===== src/rtl/rr_pkg.sv =====
// rtl/rr_pkg.sv - shared round-robin port types and one-hot helper
package rr_pkg;

    localparam int NUM_PORTS  = 4;
    localparam int PORT_IDX_W = $clog2(NUM_PORTS);

    typedef logic [PORT_IDX_W-1:0] port_idx_t;

    // OR of the indices of set bits; exact for a one-hot input, 0 for zero.
    function automatic port_idx_t onehot_to_idx(input logic [NUM_PORTS-1:0] oh);
        port_idx_t idx;
        idx = '0;
        for (int i = 0; i < NUM_PORTS; i++) begin
            if (oh[i]) begin
                idx = idx | port_idx_t'(i);
            end
        end
        return idx;
    endfunction

endpackage


===== src/rtl/rr_req_fifo.sv =====
// rtl/rr_req_fifo.sv - per-port synchronous FIFO with registered occupancy
module rr_req_fifo #(
    parameter int DATA_W = 8,
    parameter int DEPTH  = 4
) (
    input  logic                       clk,
    input  logic                       reset,
    input  logic                       push,
    input  logic [DATA_W-1:0]          push_data,
    input  logic                       pop,
    output logic [DATA_W-1:0]          head_data,
    output logic [$clog2(DEPTH):0]     count
);

    localparam int AW = $clog2(DEPTH);
    localparam int CW = AW + 1;

    logic [DATA_W-1:0] mem [DEPTH];
    logic [AW-1:0]     wr_ptr;
    logic [AW-1:0]     rd_ptr;
    logic [CW-1:0]     cnt;
    logic              full;
    logic              empty;
    logic              do_push;
    logic              do_pop;

    // Full is judged on the registered count, so a same-cycle pop never frees a slot early.
    assign full      = (cnt == CW'(DEPTH));
    assign empty     = (cnt == '0);
    assign do_push   = push && !full;
    assign do_pop    = pop && !empty;
    assign head_data = mem[rd_ptr];
    assign count     = cnt;

    // Pointers wrap naturally modulo DEPTH; count saturates at 0 and DEPTH by gating.
    always_ff @(posedge clk or negedge reset) begin
        if (!reset) begin
            wr_ptr <= '0;
            rd_ptr <= '0;
            cnt    <= '0;
        end else begin
            if (do_push) begin
                wr_ptr <= wr_ptr + AW'(1);
            end
            if (do_pop) begin
                rd_ptr <= rd_ptr + AW'(1);
            end
            case ({do_push, do_pop})
                2'b10:   cnt <= cnt + CW'(1);
                2'b01:   cnt <= cnt - CW'(1);
                default: cnt <= cnt;
            endcase
        end
    end

    // Storage needs no reset; emptiness is carried by the count.
    always_ff @(posedge clk) begin
        if (do_push) begin
            mem[wr_ptr] <= push_data;
        end
    end

endmodule


===== src/rtl/rr_req_agent.sv =====
// rtl/rr_req_agent.sv - requester-side agent for the round-robin arbiter
module rr_req_agent
    import rr_pkg::*;
#(
    parameter int NUM_PORTS = rr_pkg::NUM_PORTS,
    parameter int DATA_W    = 8,
    parameter int DEPTH     = 4
) (
    input  logic                          clk,
    input  logic                          reset,
    input  logic [NUM_PORTS-1:0]          in_valid_i,
    output logic [NUM_PORTS-1:0]          in_ready_o,
    input  logic [NUM_PORTS*DATA_W-1:0]   in_data_i,
    output logic [NUM_PORTS-1:0]          req_o,
    input  logic [NUM_PORTS-1:0]          gnt_i,
    output logic                          out_valid_o,
    input  logic                          out_ready_i,
    output logic [DATA_W-1:0]             out_data_o,
    output logic [$clog2(NUM_PORTS)-1:0]  out_port_o,
    output logic                          err_o
);

    localparam int IDX_W = $clog2(NUM_PORTS);
    localparam int CW    = $clog2(DEPTH) + 1;

    logic [CW-1:0]        count [NUM_PORTS];
    logic [DATA_W-1:0]    head  [NUM_PORTS];
    logic [NUM_PORTS-1:0] push;
    logic [NUM_PORTS-1:0] pop;
    logic [IDX_W-1:0]     gnt_idx;
    logic                 stall;
    logic                 gnt_onehot;
    logic                 gnt_covered;
    logic                 grant_ok;
    logic                 gnt_err;
    logic                 out_valid_q;
    logic [DATA_W-1:0]    out_data_q;
    logic [IDX_W-1:0]     out_port_q;
    logic                 err_q;

    assign stall = out_valid_q && !out_ready_i;

    for (genvar p = 0; p < NUM_PORTS; p++) begin : g_port
        // Ready and request both derive from the registered count; req is also masked while stalled.
        assign in_ready_o[p] = (count[p] != CW'(DEPTH));
        assign req_o[p]      = (count[p] != '0) && !stall;
        assign push[p]       = in_valid_i[p] && in_ready_o[p];

        rr_req_fifo #(
            .DATA_W (DATA_W),
            .DEPTH  (DEPTH)
        ) u_fifo (
            .clk       (clk),
            .reset     (reset),
            .push      (push[p]),
            .push_data (in_data_i[p*DATA_W +: DATA_W]),
            .pop       (pop[p]),
            .head_data (head[p]),
            .count     (count[p])
        );
    end

    // A grant is honoured only if it is one-hot and lands on a port currently requesting.
    assign gnt_onehot  = (gnt_i != '0) && ((gnt_i & (gnt_i - NUM_PORTS'(1))) == '0);
    assign gnt_covered = ((gnt_i & ~req_o) == '0);
    assign grant_ok    = gnt_onehot && gnt_covered;
    assign gnt_err     = (gnt_i != '0) && !grant_ok;
    assign pop         = grant_ok ? gnt_i : '0;
    assign gnt_idx     = onehot_to_idx(gnt_i);

    // Output stage: load on a good grant, drop valid once consumed, otherwise hold.
    always_ff @(posedge clk or negedge reset) begin
        if (!reset) begin
            out_valid_q <= 1'b0;
            out_data_q  <= '0;
            out_port_q  <= '0;
        end else if (grant_ok) begin
            out_valid_q <= 1'b1;
            out_data_q  <= head[gnt_idx];
            out_port_q  <= gnt_idx;
        end else if (out_ready_i || !out_valid_q) begin
            out_valid_q <= 1'b0;
        end
    end

    // Protocol error flag stays set until reset.
    always_ff @(posedge clk or negedge reset) begin
        if (!reset) begin
            err_q <= 1'b0;
        end else if (gnt_err) begin
            err_q <= 1'b1;
        end
    end

    assign out_valid_o = out_valid_q;
    assign out_data_o  = out_data_q;
    assign out_port_o  = out_port_q;
    assign err_o       = err_q;

endmodule


===== config.mk =====
export PLATFORM = sky130hd
export DESIGN_NAME = rr_req_agent
export DESIGN_NICKNAME = d
export VERILOG_FILES = /design/src/rtl/rr_pkg.sv /design/src/rtl/rr_req_fifo.sv /design/src/rtl/rr_req_agent.sv
export SDC_FILE = /design/constraint.sdc
export NUM_CORES = 1
export LEC_CHECK = 0
export CORE_MARGIN = 1
export CORE_UTILIZATION = 50
export CTS_CLUSTER_SIZE = 30
export DETAILED_ROUTE_END_ITERATION = 6
export GPL_TIMING_DRIVEN = 1
export PLACE_DENSITY = 0.69
export SKIP_LAST_GASP = 1
export SLEW_MARGIN = 20
export SYNTH_ARGS = -nofsm -noshare
export SYNTH_HDL_FRONTEND = slang
export SYNTH_SLANG_ARGS = --single-unit

===== constraint.sdc =====
create_clock -name clk -period 5.4 [get_ports clk]
set_input_delay 0.81 -clock clk [delete_from_list [all_inputs] [get_ports clk]]
set_output_delay 0.81 -clock clk [all_outputs]
set_load 0.01 [all_outputs]

# Yosys cells after proc, flatten, opt, wreduce, memory -nomap -nowiden
# Memory sizes are Yosys's and may differ from the RTL's.
# Cells that the tools add are included.
word_totals:
  regBits: 40
  ramBits: 128
  inputBits: 43
  output_inout_bits: 20
  elab_cells: 128
  n_memories: 4
classes:
  n_addsub: 17
  n_lt_le_gt_ge: 1
  eq_ne: 16
  n_mux: 21
  bitwise: 4
  reduce_logical: 49
memory_table:
  columns: ["name", "depth", "width", "rd", "rd_ports_with_merged_regs", "write_ports", "line_no", "rtl"]
  rows:
  - ["g_port[0].u_fifo.mem", 4, 8, 1, 0, 1, "rr_req_fifo.sv:18", "logic [DATA_W-1:0] mem [DEPTH];"]
  - ["g_port[1].u_fifo.mem", 4, 8, 1, 0, 1, "rr_req_fifo.sv:18", null]
  - ["g_port[2].u_fifo.mem", 4, 8, 1, 0, 1, "rr_req_fifo.sv:18", null]
  - ["g_port[3].u_fifo.mem", 4, 8, 1, 0, 1, "rr_req_fifo.sv:18", null]
op_table:
  columns: ["cell", "count"]
  rows:
  - ["3-bit one-hot mux with 2 select lines", 4]
  - ["1-bit logical AND", 20]
  - ["2-bit by 1-bit adder with 2-bit output, second input constant", 8]
  - ["8-bit binary-select mux with 2-bit select", 1]
  - ["8-bit two-way mux", 2]
  - ["3-bit by 1-bit adder with 3-bit output, second input constant", 4]
  - ["3-bit equality test, second input constant", 4]
  - ["1-bit zero test", 12]
  - ["3-bit zero test", 4]
  - ["3-bit != test, second input constant", 4]
  - ["3-bit nonzero test", 4]
  - ["3-bit by 1-bit subtractor with 3-bit output, second input constant", 4]
  - ["1-bit two-way mux", 11]
  - ["2-bit nonzero test", 5]
  - ["4-bit bitwise AND", 2]
  - ["2-bit by 1-bit equality test with 1-bit output, second input constant", 4]
  - ["2-bit equality test, second input constant", 4]
  - ["4-bit zero test", 2]
  - ["2-bit two-way mux", 2]
  - ["4-bit two-way mux", 1]
  - ["4-bit inverter", 1]
  - ["4-bit nonzero test", 1]
  - ["4-bit by 1-bit subtractor with 4-bit output, second input constant", 1]
  - ["3-bit >= comparator, second input constant", 1]
  - ["other kinds (2)", 2]

# Longest topological paths before layout
logic_depth:
  depth_word: 12
  depth_mapped: 12
  mapped_depth_nobuf: 10

# Hierarchy
# Synthesis repeated with hierarchy kept, for this count alone.
hier_totals:
  cells_unflattened: 416
  hier_area_um2: 7310.8
by_module_without_submodules:
  columns: ["module", "instances", "cells_each", "area_each_um2", "seq_area_each_um2"]
  rows:
  - ["rr_req_fifo (g_port[1].u_fifo ...)", 3, 78, 1577.8, 1136.1]
  - ["rr_req_fifo (g_port[0].u_fifo)", 1, 79, 1587.8, 1136.1]
  - ["rr_req_agent", 1, 103, 989.7, 300.3]

# Worst setup path before layout
# Ideal clock, no wire load.
synth_timing:
  path_kind: "input to register"
  from: "in gnt_i[2]"
  to: "reg g_port[2].u_fifo.cnt[2]"
  setup_time_ps: 79
  t_arrival_ps: 2739
  required_time_ps: 5321
  path_slack_ps: 2582
  path_stages: 12
  path_buffers: 2
  path_cell_list: "buf_6 -> o22a_1 -> a21oi_2 -> o221ai_2 -> buf_6 -> nor3_1 -> ha_1 -> inv_1 -> fa_1 -> xor2_1 -> nor2_1 -> xor2_1"
synth_between:
  elab_chain_cells: 9
  word_cells_on_any_way: 14
  cone_classes: "add/sub (1); eq/ne (2); mux (2); bitwise (2); reduce/logical (7)"
synth_lines:
  columns: ["item", "line_no", "rtl"]
  rows:
  - ["start, declared", "rr_req_agent.sv:15", "input logic [NUM_PORTS-1:0] gnt_i,"]
  - ["4-bit by 1-bit subtractor with 4-bit output", "rr_req_agent.sv:64", "assign gnt_onehot = (gnt_i != '0) && ((gnt_i & (gnt_i - NUM_PORTS'(1))) == '0);"]
  - ["4-bit bitwise AND", "rr_req_agent.sv:64", null]
  - ["4-bit zero test", "rr_req_agent.sv:64", null]
  - ["1-bit logical AND", "rr_req_agent.sv:64", null]
  - ["1-bit logical AND", "rr_req_agent.sv:66", "assign grant_ok = gnt_onehot && gnt_covered;"]
  - ["4-bit two-way mux *", "rr_req_agent.sv:68", "assign pop = grant_ok ? gnt_i : '0;"]
  - ["1-bit logical AND *", "rr_req_fifo.sv:31", "assign do_pop = pop && !empty;"]
  - ["net g_port[2].u_fifo.do_pop", "rr_req_fifo.sv:25", "logic do_pop;"]
  - ["2-bit by 1-bit equality test with 1-bit output or 2-bit equality test (tied branches)", "rr_req_fifo.sv:48", "case ({do_push, do_pop})"]
  - ["3-bit one-hot mux with 2 select lines or 2-bit nonzero test (tied branches)", null, null]
  - ["end signal, assigned", "rr_req_fifo.sv:49", "2'b10: cnt <= cnt + CW'(1);"]
  - ["end signal, assigned", "rr_req_fifo.sv:50", "2'b01: cnt <= cnt - CW'(1);"]
  - ["end signal, assigned", "rr_req_fifo.sv:51", "default: cnt <= cnt;"]
  - ["end, declared", "rr_req_fifo.sv:21", "logic [CW-1:0] cnt;"]
# The timed path passes the listed nets; every way through them passes the cells marked *.
# A chain may end at the register's enable or synchronous reset.

# Worst setup path in the final report
layout_timing:
  from: "in gnt_i[1]"
  to: "reg g_port[1].u_fifo.cnt[2]"
layout_between:
  elab_chain_cells: 9
  word_cells_on_any_way: 14
  cone_classes: "add/sub (1); eq/ne (2); mux (2); bitwise (2); reduce/logical (7)"
layout_lines:
  columns: ["item", "line_no"]
  rows:
  - ["4-bit by 1-bit subtractor with 4-bit output", "rr_req_agent.sv:64"]
  - ["4-bit bitwise AND", "rr_req_agent.sv:64"]
  - ["4-bit zero test", "rr_req_agent.sv:64"]
  - ["1-bit logical AND", "rr_req_agent.sv:64"]
  - ["1-bit logical AND", "rr_req_agent.sv:66"]
  - ["4-bit two-way mux *", "rr_req_agent.sv:68"]
  - ["1-bit logical AND *", "rr_req_fifo.sv:31"]
  - ["net g_port[1].u_fifo.do_pop", "rr_req_fifo.sv:25"]
  - ["2-bit by 1-bit equality test with 1-bit output or 2-bit equality test (tied branches)", "rr_req_fifo.sv:48"]
  - ["3-bit one-hot mux with 2 select lines or 2-bit nonzero test (tied branches)", null]
  - ["end signal, assigned", "rr_req_fifo.sv:49"]
  - ["end signal, assigned", "rr_req_fifo.sv:50"]
  - ["end signal, assigned", "rr_req_fifo.sv:51"]
  - ["end, declared", "rr_req_fifo.sv:21"]
# Marks and branches as above.

==> metrics.md <==
| Metric | Value |
|---|---|
| Status | `complete, no violations` |
| Fmax | `between 0.3 and 0.4 GHz` |
| Mapped Area | `~7100 µm²` |
| Slew @ Worst Pin | `about 1.1 ns` |
| Vias in the first global route | `3786` |
| TritonCTS clock tree | `yes` |
| Max_slew headroom | `28.8%` |
| Post-DRT Antenna Nets | `0` |
| CTS max path bufs | `2` |
| Post-CTS resize count | `0` |
| Global-route wire length before repair | `20700 µm` |
| Most Used Layer, Global Route | `met2` |
| Core area | `13800 µm²` |
| Largest net degree at the start of global routing | `slightly above 40` |
| CTS H-Tree Depth | `4` |
| Int Power | `3.17 mW` |
| Fill cell count | `988` |
| GR Util met1 | `between 20% and 30%` |
| CTS sink count | `168` |
| Gate power share | `27.1%` |
| IO Count | `63` |
| Post-synth ARST share | `23.8%` |
| Final Hold Fails | `0` |
| Die span in y | `121 µm` |
| Avg Cell Area, Syn | `17.5 µm²` |
| Final net count | `roughly 540` |
| Most frequent cells in the layout | `edfxtp_1 (128), clkdlybuf4s50_1 (61), dfrtp_1 (40), mux4_2 (32), inv_1 (30)` |
| Pins over their slew limit | `0` |
| Global routing usage on met2 | `~32%` |
| Synth-to-Final Area Change | `19.5%` |
| IO buf count | `between 60 and 70` |
| Hpwl dp | `~9400 µm` |
| Drt total wl | `13000 µm` |
| Synth Warn # | `0` |
| Vias per cell | `5.49` |
| R2R depth | `10` |
| Crit path time final | `3.23 ns` |
| GR Util met3 | `4.18%` |
| Clk pin slew, worst setup/hold paths | `0.06 ns` |
| Drt pass-1 iters | `5` |
| Diodes inserted | `0` |
| Unrepaired setup endpoints after global routing | `false` |
| Final setup viols | `0` |
| Clk pwr share | `between 20% and 30%` |
| Setup TNS | `0 ns` |
| Sw power | `1.34 mW` |
| Fraction of final layout cells with drive strength greater than 1 | `approximately 18%` |
| Placement Rows | `43` |
| Setup Fix Bufs, Post-CTS | `0` |
| Initial antenna violation count | `0` |
| WP data required | `between 5 and 6 ns` |
| Initial core utilization | `between 50% and 60%` |
| Setup ws final | `2.17 ns` |
| Die area | `14600 µm²` |
| Cts bufs inserted | `17` |
| Residual DRC | `0` |
| Die extent in x | `121 µm` |
| Switching share of power | `29.8%` |
| Placer Congestion | `0.782` |
| Skew-Pair Late Insertion Delay | `0.42 ns` |
| Max cap viols | `0` |
| CTS Hold Bufs | `0` |
| Synth unique cells | `37` |
| Leak pwr | `3.11 nW` |
| Clock root buffer master | `clkbuf_16` |
| Drt wl/cell | `19.5 µm` |
| Crit-path max FO | `11` |
| Final period util | `59.9%` |
| Critical Path End Type | `flop` |
| Initial DRC Count | `228` |
| Synth Flop Type | `edfxtp_1` |
| Worst Setup Start Kind | `primary input` |
| Critical setup path kind | `in2reg` |
| Arrival @ worst endpoint | `3.53 ns` |
| Final Skew | `around 0.0076 ns` |
| Setup slack at placement | `1.83 ns` |
| GRT overflow | `0` |
| Number of flops mapped to enable cells by yosys | `128` |
| Cells after synthesis | `404` |
| Synth Net Count | `471` |
| Register area share after synthesis | `68.5%` |
| Tot GR Track Use | `19.8%` |
| Peak supply drop | `0.000239 V` |
| Pwr dens | `between 500 and 600 nW/µm²` |
| Synthesized flop and latch total | `168` |
| Via count | `3648` |
| Commonest non-fill, non-tap cell in the layout | `edfxtp_1` |
| Hold crit path type | `in2async` |
| Reg power frac | `45.0%` |
[power groups by stage]
stage,logic [mW],clock network [mW],registers (mW)
global placement,1.21,0,2.05
finish,1.22,1.26,2.04
CTS,1.25,1.28,2.05
detailed placement,1.25,0,2.07
global route,1.35,1.32,2.09
floorplan,0.945,0,1.90
[kinds of logic (layout without fill, tap and decap cells)]
| family | Yosys count | in the layout | synth area share, % |
|---|---|---|---|
| flops | 168 | 168 | 68.5 |
| simple gates | 70 | 70 | 5.77 |
| buf+inv | 44 | 125 | 2.97 |
| mux | 42 | 42 | 11.8 |
| compound gates | 33 | 33 | 3.45 |
| fa+ha+maj | 24 | 24 | 4.67 |
| xor+xnor | 23 | 23 | 2.85 |
[synthesized netlist by cell type, types with 7 or more instances]
cell | number | share of area, %
inv_1 | 30 | 1.6
xor2_1 | 12 | 1.5
ha_1 | 20 | 3.5
and3_1 | 16 | 1.4
dfrtp_1 | 40 | 14
nand2_1 | 16 | 0.85
mux2_2 | 8 | 1.3
nor3_1 | 10 | 0.71
xnor2_1 | 11 | 1.4
o21ai_0 | 7 | 0.50
nor2_1 | 10 | 0.53
edfxtp_1 | 128 | 54
a22oi_1 | 16 | 1.7
mux4_2 | 32 | 10
[routing by layer]
metal / vias up / part of all wire (%)
met5: - / 0
li1: 1672 / -
met3: 18 / 4.1
met4: 0 / 1.8
met2: 91 / 51
met1: 1867 / 43
[worst max-delay path: stages]
cell	delay, ns
clkdlybuf4s50_1	0.62
inv_1	0.18
o22ai_1	0.85
nor3_2	0.14
ha_1	0.29
inv_1	0.07
fa_1	0.18
xor2_1	0.16
nor2_1	0.07
xor2_1	0.15
[sequential cells by signal (all words and copies together), names as in the netlist]
signal,flops
g_port.u_fifo.count,12
out_valid_o,1
g_port.u_fifo.rd_ptr,8
out_port_o,2
out_data_o,8
g_port.u_fifo.mem,128
err_o,1
g_port.u_fifo.wr_ptr,8
[final timing paths]
check / from / endpoint / slack [ns]
max in group asynchronous: reset / g_port[1].u_fifo.wr_ptr[1] / 4.32
worst max-delay path: gnt_i[1] / g_port[1].u_fifo.count[2] / 2.17
worst min-delay path: reset / g_port[2].u_fifo.count[0] / 0.51
worst min register to register: g_port[0].u_fifo.count[2] / g_port[0].u_fifo.count[2] / 0.51
min in group clk: g_port[0].u_fifo.count[2] / g_port[0].u_fifo.count[2] / 0.51
worst max register to register: g_port[3].u_fifo.count[0] / g_port[1].u_fifo.count[2] / 2.55
[layout make-up]
| class | instances | area (µm²) | area share [%] |
|---|---|---|---|
| Multi-Input combinational cell | 192 | 2020 | 23.9 |
| Inverter | 30 | 113 | 1.33 |
| Clock inverter | 14 | 196 | 2.32 |
| Sequential cell | 168 | 4840 | 57.3 |
| Timing Repair Buffer | 63 | 623 | 7.37 |
| Tap cell | 180 | 225 | 2.67 |
| Clock buffer | 18 | 429 | 5.08 |
[per-stage QoR]
step / total power, mW / cells / hold WS, ns / utilization (%) / area, µm²
floorplan: 2.85 / 404 / 0.464 / - / 7070
global placement: 3.26 / 633 / 0.479 / 56.6 / 7820
detailed placement: 3.32 / 633 / 0.489 / 56.6 / 7820
CTS: 4.57 / 665 / 0.503 / 61.1 / 8450
global route: 4.76 / 665 / 0.523 / 61.1 / 8450
finish: 4.52 / 665 / 0.506 / 61.1 / 8450
No activity file was read; power rests on OpenSTA's default activity.
